File: config.mk
export PLATFORM = sky130hd
export DESIGN_NAME = prim_dom_share_gen
export DESIGN_NICKNAME = d
export VERILOG_FILES = /design/src/rtl/prim_dom_pkg.sv /design/src/rtl/prim_dom_share_split.sv /design/src/rtl/prim_dom_share_gen.sv
export SDC_FILE = /design/constraint.sdc
export NUM_CORES = 1
export LEC_CHECK = 0
export ABC_AREA = 0
export BUFFER_PORTS_ARGS = -buffer_cell sky130_fd_sc_hd__buf_2
export CAP_MARGIN = 10
export CORE_ASPECT_RATIO = 0.9
export CORE_MARGIN = 3
export CORE_UTILIZATION = 35
export DETAILED_ROUTE_END_ITERATION = 12
export PLACE_DENSITY_LB_ADDON = 0.08
export SETUP_SLACK_MARGIN = 0.1
export SYNTH_ARGS = -nofsm -noshare
export SYNTH_HDL_FRONTEND = slang
export SYNTH_SLANG_ARGS = --single-unit
File: constraint.sdc
create_clock -name clk_i -period 2.3 [get_ports clk_i]
set_clock_uncertainty 0.15 [all_clocks]
set_input_delay 0.46 -clock clk_i [delete_from_list [all_inputs] [get_ports clk_i]]
set_output_delay 0.46 -clock clk_i [all_outputs]
set_load 0.1 [all_outputs]
File: src/rtl/prim_dom_pkg.sv
// Package for the DOM share generator.
// Purpose : shared state encoding and constants for prim_dom_share_gen and its splitter.
// Contents: dom_gen_st_e (controller states) and the number of random words per operation.
package prim_dom_pkg;

   // Three random words per operation: mask a, mask b, refresh z.
   localparam int unsigned NumRndWords = 3;

   typedef enum logic [2:0] {
      StIdle    = 3'd0,
      StGetA    = 3'd1,
      StGetB    = 3'd2,
      StGetZ    = 3'd3,
      StShare   = 3'd4,
      StPresent = 3'd5
   } dom_gen_st_e;

endpackage

File: src/rtl/prim_dom_share_split.sv
// Registered single-operand splitter.
// Purpose : holds one plaintext operand until its mask arrives, then produces the two
//           Boolean shares (share0 = rnd, share1 = plain ^ rnd) and wipes the plaintext.
// Ports   : clk_i, rst_i (sync, active-high)
//           load_i    capture plain_i into the plaintext register
//           plain_i   unmasked operand
//           ack_i     consume rnd_i as the mask for this operand
//           rnd_i     random mask word
//           clear_i   wipe both share registers and the plaintext register
//           share0_o  mask share
//           share1_o  masked operand share
module prim_dom_share_split #(
   parameter int unsigned DW = 64
) (
   input  logic          clk_i,
   input  logic          rst_i,
   input  logic          load_i,
   input  logic [DW-1:0] plain_i,
   input  logic          ack_i,
   input  logic [DW-1:0] rnd_i,
   input  logic          clear_i,
   output logic [DW-1:0] share0_o,
   output logic [DW-1:0] share1_o
);

   logic [DW-1:0] plain_q, plain_d;
   logic [DW-1:0] sh0_q, sh0_d;
   logic [DW-1:0] sh1_q, sh1_d;

   always_comb begin
      plain_d = plain_q;
      sh0_d   = sh0_q;
      sh1_d   = sh1_q;
      if (clear_i) begin
         plain_d = '0;
         sh0_d   = '0;
         sh1_d   = '0;
      end else if (ack_i) begin
         sh0_d   = rnd_i;
         sh1_d   = plain_q ^ rnd_i;
         // Plaintext must not outlive its mask.
         plain_d = '0;
      end else if (load_i) begin
         plain_d = plain_i;
      end
   end

   always_ff @(posedge clk_i) begin
      if (rst_i) begin
         plain_q <= '0;
         sh0_q   <= '0;
         sh1_q   <= '0;
      end else begin
         plain_q <= plain_d;
         sh0_q   <= sh0_d;
         sh1_q   <= sh1_d;
      end
   end

   assign share0_o = sh0_q;
   assign share1_o = sh1_q;

endmodule

File: src/rtl/prim_dom_share_gen.sv
// Masking front end for a 2-share DOM AND gate.
// Purpose : accepts two unmasked operands, fetches three random words (mask a, mask b,
//           refresh z), drives registered shares a0/a1, b0/b1 and c0 = c1 = z, holds them
//           for HoldCycles clocks, then raises out_valid_o until out_ready_i, after which
//           all shares are wiped.
// Ports   : clk_i, rst_i (sync, active-high)
//           in_valid_i / in_ready_o     operand handshake, a_i, b_i operands
//           rnd_req_o / rnd_ack_i       entropy handshake, one word rnd_i per ack
//           a0_o, a1_o, b0_o, b1_o      operand shares
//           c0_o, c1_o                  refresh randomness (identical)
//           out_valid_o / out_ready_i   share presentation handshake
module prim_dom_share_gen
   import prim_dom_pkg::*;
#(
   parameter int unsigned DW         = 64,
   parameter int unsigned HoldCycles = 2
) (
   input  logic          clk_i,
   input  logic          rst_i,
   input  logic          in_valid_i,
   output logic          in_ready_o,
   input  logic [DW-1:0] a_i,
   input  logic [DW-1:0] b_i,
   output logic          rnd_req_o,
   input  logic          rnd_ack_i,
   input  logic [DW-1:0] rnd_i,
   output logic [DW-1:0] a0_o,
   output logic [DW-1:0] a1_o,
   output logic [DW-1:0] b0_o,
   output logic [DW-1:0] b1_o,
   output logic [DW-1:0] c0_o,
   output logic [DW-1:0] c1_o,
   output logic          out_valid_o,
   input  logic          out_ready_i
);

   localparam int unsigned CntW = $clog2(HoldCycles + 1);

   dom_gen_st_e   st_q, st_d;
   logic [CntW-1:0] hold_q, hold_d;
   logic [DW-1:0] z_q, z_d;

   logic load;
   logic ack_a;
   logic ack_b;
   logic wipe;

   always_comb begin
      st_d        = st_q;
      hold_d      = hold_q;
      z_d         = z_q;
      in_ready_o  = 1'b0;
      rnd_req_o   = 1'b0;
      out_valid_o = 1'b0;
      load        = 1'b0;
      ack_a       = 1'b0;
      ack_b       = 1'b0;
      wipe        = 1'b0;
      unique case (st_q)
         StIdle: begin
            in_ready_o = 1'b1;
            if (in_valid_i) begin
               load = 1'b1;
               st_d = StGetA;
            end
         end
         StGetA: begin
            rnd_req_o = 1'b1;
            if (rnd_ack_i) begin
               ack_a = 1'b1;
               st_d  = StGetB;
            end
         end
         StGetB: begin
            rnd_req_o = 1'b1;
            if (rnd_ack_i) begin
               ack_b = 1'b1;
               st_d  = StGetZ;
            end
         end
         StGetZ: begin
            rnd_req_o = 1'b1;
            if (rnd_ack_i) begin
               z_d    = rnd_i;
               hold_d = '0;
               st_d   = StShare;
            end
         end
         StShare: begin
            // Counter steps on the exit cycle too, so it leaves at HoldCycles and never wraps.
            hold_d = hold_q + 1'b1;
            if (hold_q == CntW'(HoldCycles - 1)) begin
               st_d = StPresent;
            end
         end
         StPresent: begin
            out_valid_o = 1'b1;
            if (out_ready_i) begin
               wipe = 1'b1;
               z_d  = '0;
               st_d = StIdle;
            end
         end
         default: begin
            // Unreachable encodings recover to a wiped idle.
            wipe   = 1'b1;
            z_d    = '0;
            hold_d = '0;
            st_d   = StIdle;
         end
      endcase
   end

   always_ff @(posedge clk_i) begin
      if (rst_i) begin
         st_q   <= StIdle;
         hold_q <= '0;
         z_q    <= '0;
      end else begin
         st_q   <= st_d;
         hold_q <= hold_d;
         z_q    <= z_d;
      end
   end

   prim_dom_share_split #(
      .DW (DW)
   ) u_split_a (
      .clk_i    (clk_i),
      .rst_i    (rst_i),
      .load_i   (load),
      .plain_i  (a_i),
      .ack_i    (ack_a),
      .rnd_i    (rnd_i),
      .clear_i  (wipe),
      .share0_o (a0_o),
      .share1_o (a1_o)
   );

   prim_dom_share_split #(
      .DW (DW)
   ) u_split_b (
      .clk_i    (clk_i),
      .rst_i    (rst_i),
      .load_i   (load),
      .plain_i  (b_i),
      .ack_i    (ack_b),
      .rnd_i    (rnd_i),
      .clear_i  (wipe),
      .share0_o (b0_o),
      .share1_o (b1_o)
   );

   assign c0_o = z_q;
   assign c1_o = z_q;

endmodule
# == Word-level counts from Yosys, hierarchy flattened ==
# Cells that the tools add are included.
# totals
regBits,453
out_inout_bits,387
word_cells,59
# op_classes
n_addsub,1
eq_ne,12
mux,22
bitwise_logic,4
reduce_logical,11
# ops
operator,count
$pmux 64 s3,1
$mux 64,2
$xor 64x64->64,2
$mux 3,6
$pmux 3 s6,1
$ne 2x2->1 const B,6
$mux 1,9
$reduce_or 3->1,3
$reduce_or 4->1,2
$eq 3x2->1 const B,2
$eq 3x3->1 const B,2
$pmux 2 s3,1
$reduce_and 6->1,1
$reduce_or 5->1,1
$eq 3x1->1 const B,1
$logic_not 3->1,1
$reduce_and 3->1,1
$add 2x1->2 const B,1
$eq 2x1->1 const B,1
$mux 2,1
$not 1->1,2
$pmux 1 s2,1
$reduce_and 2->1,1
$reduce_or 2->1,1

# == Longest topological paths before layout ==
# depth
word_depth,4
ltp_mapped,6

# == Hierarchy ==
# A second synthesis with hierarchy kept.
# unflattened
hier_cells,1632
area_unflattened_um2,17058.9
# by_module_without_submodules
mod,instances,cells_each,area_each_um2,seq_area_each_um2
prim_dom_share_split,2,691,7118.1,3843.7
prim_dom_share_gen,1,250,2822.7,1381.3

# == Least setup slack after synthesis ==
# OpenSTA, ideal clock, no wires.
# synth_path
path_kind,register to output
start,reg st_q[0]
end,out out_valid_o
arrival_ns,2.745
path_slack_ns,-1.055
stages_incl_launch_ff,5
n_path_buf,2
cell_sequence,dfxtp_1 -> buf_4 -> buf_2 -> inv_1 -> nor3_1
# synth_between
elab_chain_cells,2
# synth_lines
element,line_no,rtl
from (decl),prim_dom_share_gen.sv:39,"dom_gen_st_e st_q, st_d;"
from (signal assigned),prim_dom_share_gen.sv:116,st_q <= StIdle;
from (signal assigned),prim_dom_share_gen.sv:120,st_q <= st_d;
$eq 3x3->1,prim_dom_share_gen.sv:59,unique case (st_q)
$mux 1,prim_dom_share_gen.sv:59,
to (decl),prim_dom_share_gen.sv:33,"output logic out_valid_o,"
# No other way between the ends.

# == Worst setup path after layout ==
# layout_path
start,reg st_q[1]
end,out rnd_req_o
# layout_between
elab_chain_cells,3
# layout_lines
element,line_no,rtl
$eq 3x2->1 / $eq 3x1->1 (equally long branches),prim_dom_share_gen.sv:59,
$reduce_or 3->1 (no line) (*),--,
$mux 1 (*),prim_dom_share_gen.sv:59,
to (decl),prim_dom_share_gen.sv:24,"output logic rnd_req_o,"
# Every way passes the cells marked *; elsewhere a longest branch is shown, timed or not.

==> results.cfg <==
[finish]
num-fill-cells = 4646
area_growth_pct = 35.42
num-nets-final = 2717
drive_above_1_share_pct = 28.17

[grt]
grt_usage_pct = 22.97
antenna_found_initial = 5
grt_first_pass_wirelength_um = 91550
grt_pass1_vias = 14580
overflow = 0
grt_max_degree = 101

[yosys]
yosysWarnings = 0
yosysUniqueCellTypes = 36
yosysTopAreaCell = dfxtp_1
synth_cells = 1921
yosysSeqAreaShare_pct = 53.36
synth_seq_cells = 453
synth_ff_type = dfxtp_1
synth-edff-count = 0
ys_async_sr_fraction_pct = 0
synth_nets = 2119
yosys-top-cells-area = dfxtp_1 53%, nand2_1 11%, a21oi_1 7.7%, xnor2_1 6.6%, a211oi_1 5.7%
yosysTopAreaCellShare_pct = 53.36
synth.cell_area_um2 = 17000
synth_common_cells = 514 x nand2_1, 453 x dfxtp_1, 262 x a21oi_1
synth.most_common_cell = nand2_1
avgSynthCellArea_um2 = 8.848

[sta]
rsz0062_at_grt = true
fin_crit_sh_pct = 93.12
hold-worst-slack_ns = 0.04795
hold_viol_final = 0
tns_ns = 0
relSlewSlack_pct = 57.27
worst_pin_slew_ns = 0.6410
fmax_mhz = 466.9
min_period_ns = 2.142
setup_violations = 0
slew_viol_final = 0

[route]
drt-total-wl_um = 61180
routed.top_layer = met5
m1WireLength_um = 26570
vias = 15320
dr_wl_met2_um = 29750
vias_per_cell = 4.830
drc_errors = 0
first_iter_violations = 814
ant_nets = 0
routed_wire_length_per_instance_um = 19.29
met3WireLength_um = 3613
drt_pass1_iterations = 5

[job]
maxCapViolations = 0

[power_and_ir_drop]
ir_drop_mv = 0.4718
p_per_area_nw_per_um2 = 891.6
leakagePower_uw = 0.009690
p_seq_share_pct = 41.6
p_sw_share_pct = 32.98
internal_power_uw = 13750
power_switching_uw = 6768
combPwrFrac_pct = 21.9
clockPowerShare_pct = 36.5

[clock_tree]
cts.path.max_buffers = 3
cts.reportedPaths.clkPinSlew_ns = 0.06
cts.sinks = 453
cts_root_buffer = clkbuf_16
worst_skew_pair.late_latency_ns = 0.56
cts_buffers = 48
cts_tree = yes
ctsHtreeMaxLevel = 2

[worst_setup_path]
critPathTopFamily = buffers and inverters
path_buf_inv = 3
cp_slowest_cell = dfxtp_4
start_kind = flop
max_stage_delay_ns = 0.34
crit_fanout = 6
critPathRequiredTime_ns = 1.69
cp-end-kind = output port
cp_cell_sequence = buf_6, inv_1, a21oi_4, buf_12
cp.arrival_ns = 1.53
path_class = reg2out

[placement]
routabilityCongestion = 0.8238
hpwl_um = 42060
io_buffer_count = 583

[status]
status = completed

[floorplanning]
initial_core_util_pct = 35.94
die_y_um = 215.1
core_um2 = 47300
rows = 75
die_x_um = 238.3
pin_count = 584
die_area_um2 = 51240

[hold_path]
hold_path_class = in2reg
kinds of logic (layout without fill, tap and decap cells):
kind of cell / count (synthesis) / count (layout) / share of synthesized area (%)
adders and majority gates: 1 / 1 / 0.07360
xor gates and xnor gates: 129 / 129 / 6.648
and+or+nand+nor: 659 / 659 / 15.04
buffers and inverters: 213 / 844 / 7.663
DFF: 453 / 453 / 53.36
AOI/OAI and AO/OA: 466 / 466 / 17.22
other: 0 / 3 / 0
power groups by stage:
| stage | registers [µW] | logic, µW | clock network, µW |
|---|---|---|---|
| floorplan | 10500 | 1470 | 0 |
| global placement | 8700 | 4310 | 0 |
| detailed placement | 8720 | 4330 | 0 |
| CTS | 8540 | 4520 | 7700 |
| global route | 8590 | 4760 | 8010 |
| finish | 8540 | 4490 | 7490 |
flip-flops by register name, indices dropped and copies added, names as in the netlist:
signal and flops:
c0_o 64, hold_q 2, st_q 3, u_split_a.plain_q 64
u_split_a.share0_o 64, u_split_a.share1_o 64, u_split_b.plain_q 64, u_split_b.share0_o 64
u_split_b.share1_o 64
cell type report:
type	instances	area (µm²)	area share [%]
antenna	3	7.507	0.03262
clock buffer	71	1419	6.165
clock inverter	12	90.09	0.3914
inverter	5	22.52	0.09785
multi-input combinational	1255	6738	29.27
sequential	453	9080	39.45
tap	616	770.7	3.349
timing repair buffer	756	4888	21.24
worst register-to-register path: cells and delay by family (launching register included):
family,cells,cell delay [ns]
buffers and inverters,3,0.71
and+or+nand+nor,2,0.60
DFF,1,0.38
AOI/OAI and AO/OA,1,0.13
stage by stage:
step | instance area [µm²] | setup slack [ns] | total power (µW) | instances | util, %
final | 23020 | 0.1582 | 20520 | 3171 | 48.66
after global routing | 23020 | 0.09817 | 21360 | 3171 | 48.66
after CTS | 22990 | 0.05916 | 20770 | 3166 | 48.61
after detailed placement | 20150 | 0.2619 | 13050 | 2951 | 42.61
after global placement | 20150 | 0.2711 | 13010 | 2951 | 42.61
after floorplan | 17030 | 0.1333 | 11950 | 1921 | -
placed cells by master (no fill, tap or decap), drive strengths merged:
| cell type | netlist | layout |
|---|---|---|
| nor4b | 1 | 1 |
| xnor2 | 129 | 129 |
| nand2b | 1 | 1 |
| clkbuf | 28 | 71 |
| nand3 | 1 | 1 |
| clkinv | 0 | 9 |
| inv | 5 | 4 |
| or4 | 1 | 1 |
| dfxtp | 453 | 453 |
| nand4bb | 2 | 2 |
| a22o | 64 | 64 |
| nor2b | 1 | 1 |
| ha | 1 | 1 |
| nand2 | 515 | 515 |
| nor2 | 130 | 130 |
| a21oi | 263 | 263 |
| o21ai | 4 | 4 |
| o2111a | 1 | 1 |
| a21o | 1 | 1 |
| clkinvlp | 0 | 3 |
| o211ai | 1 | 1 |
| and4bb | 2 | 2 |
| o221ai | 1 | 1 |
| nor3 | 3 | 3 |
| buf | 180 | 627 |
| a211oi | 129 | 129 |
| or4b | 1 | 1 |
| bufinv | 0 | 1 |
| dlygate4sd3 | 0 | 129 |
| a31oi | 1 | 1 |
| o211a | 1 | 1 |
| diode | 0 | 3 |
| nand4b | 1 | 1 |
final timing paths:
check	startpoint	to	cells after the start	slack, ns
max	st_q[1]$_SDFFE_PP0P_	rnd_req_o	4	0.16
max reg2reg	st_q[0]$_SDFFE_PP0P_	u_split_a.plain_q[61]$_SDFFE_PP0P_	6	0.26
min reg2reg	u_split_a.share0_o[6]$_SDFFE_PP0P_	u_split_a.share0_o[6]$_SDFFE_PP0P_	2	0.30
min	rnd_i[53]	u_split_b.share0_o[53]$_SDFFE_PP0P_	3	0.05
per-layer routing:
layer | vias up | track usage (%)
met1 | 7257 | 29.69
met2 | 436 | 39.15
li1 | 7544 | -
met5 | - | 0
met3 | 76 | 4.653
met4 | 2 | 6.086
timing repair:
item | in CTS | in global routing
buffers inserted | 3 | 2
hold endpoints to repair | 132 | 0
gates cloned | 0 | 0
hold buffers | 129 | 0
pin swaps | 0 | 1
resized for setup | 7 | 1
setup endpoints to repair | 3 | 2
Power figures use the tool's default switching activity.
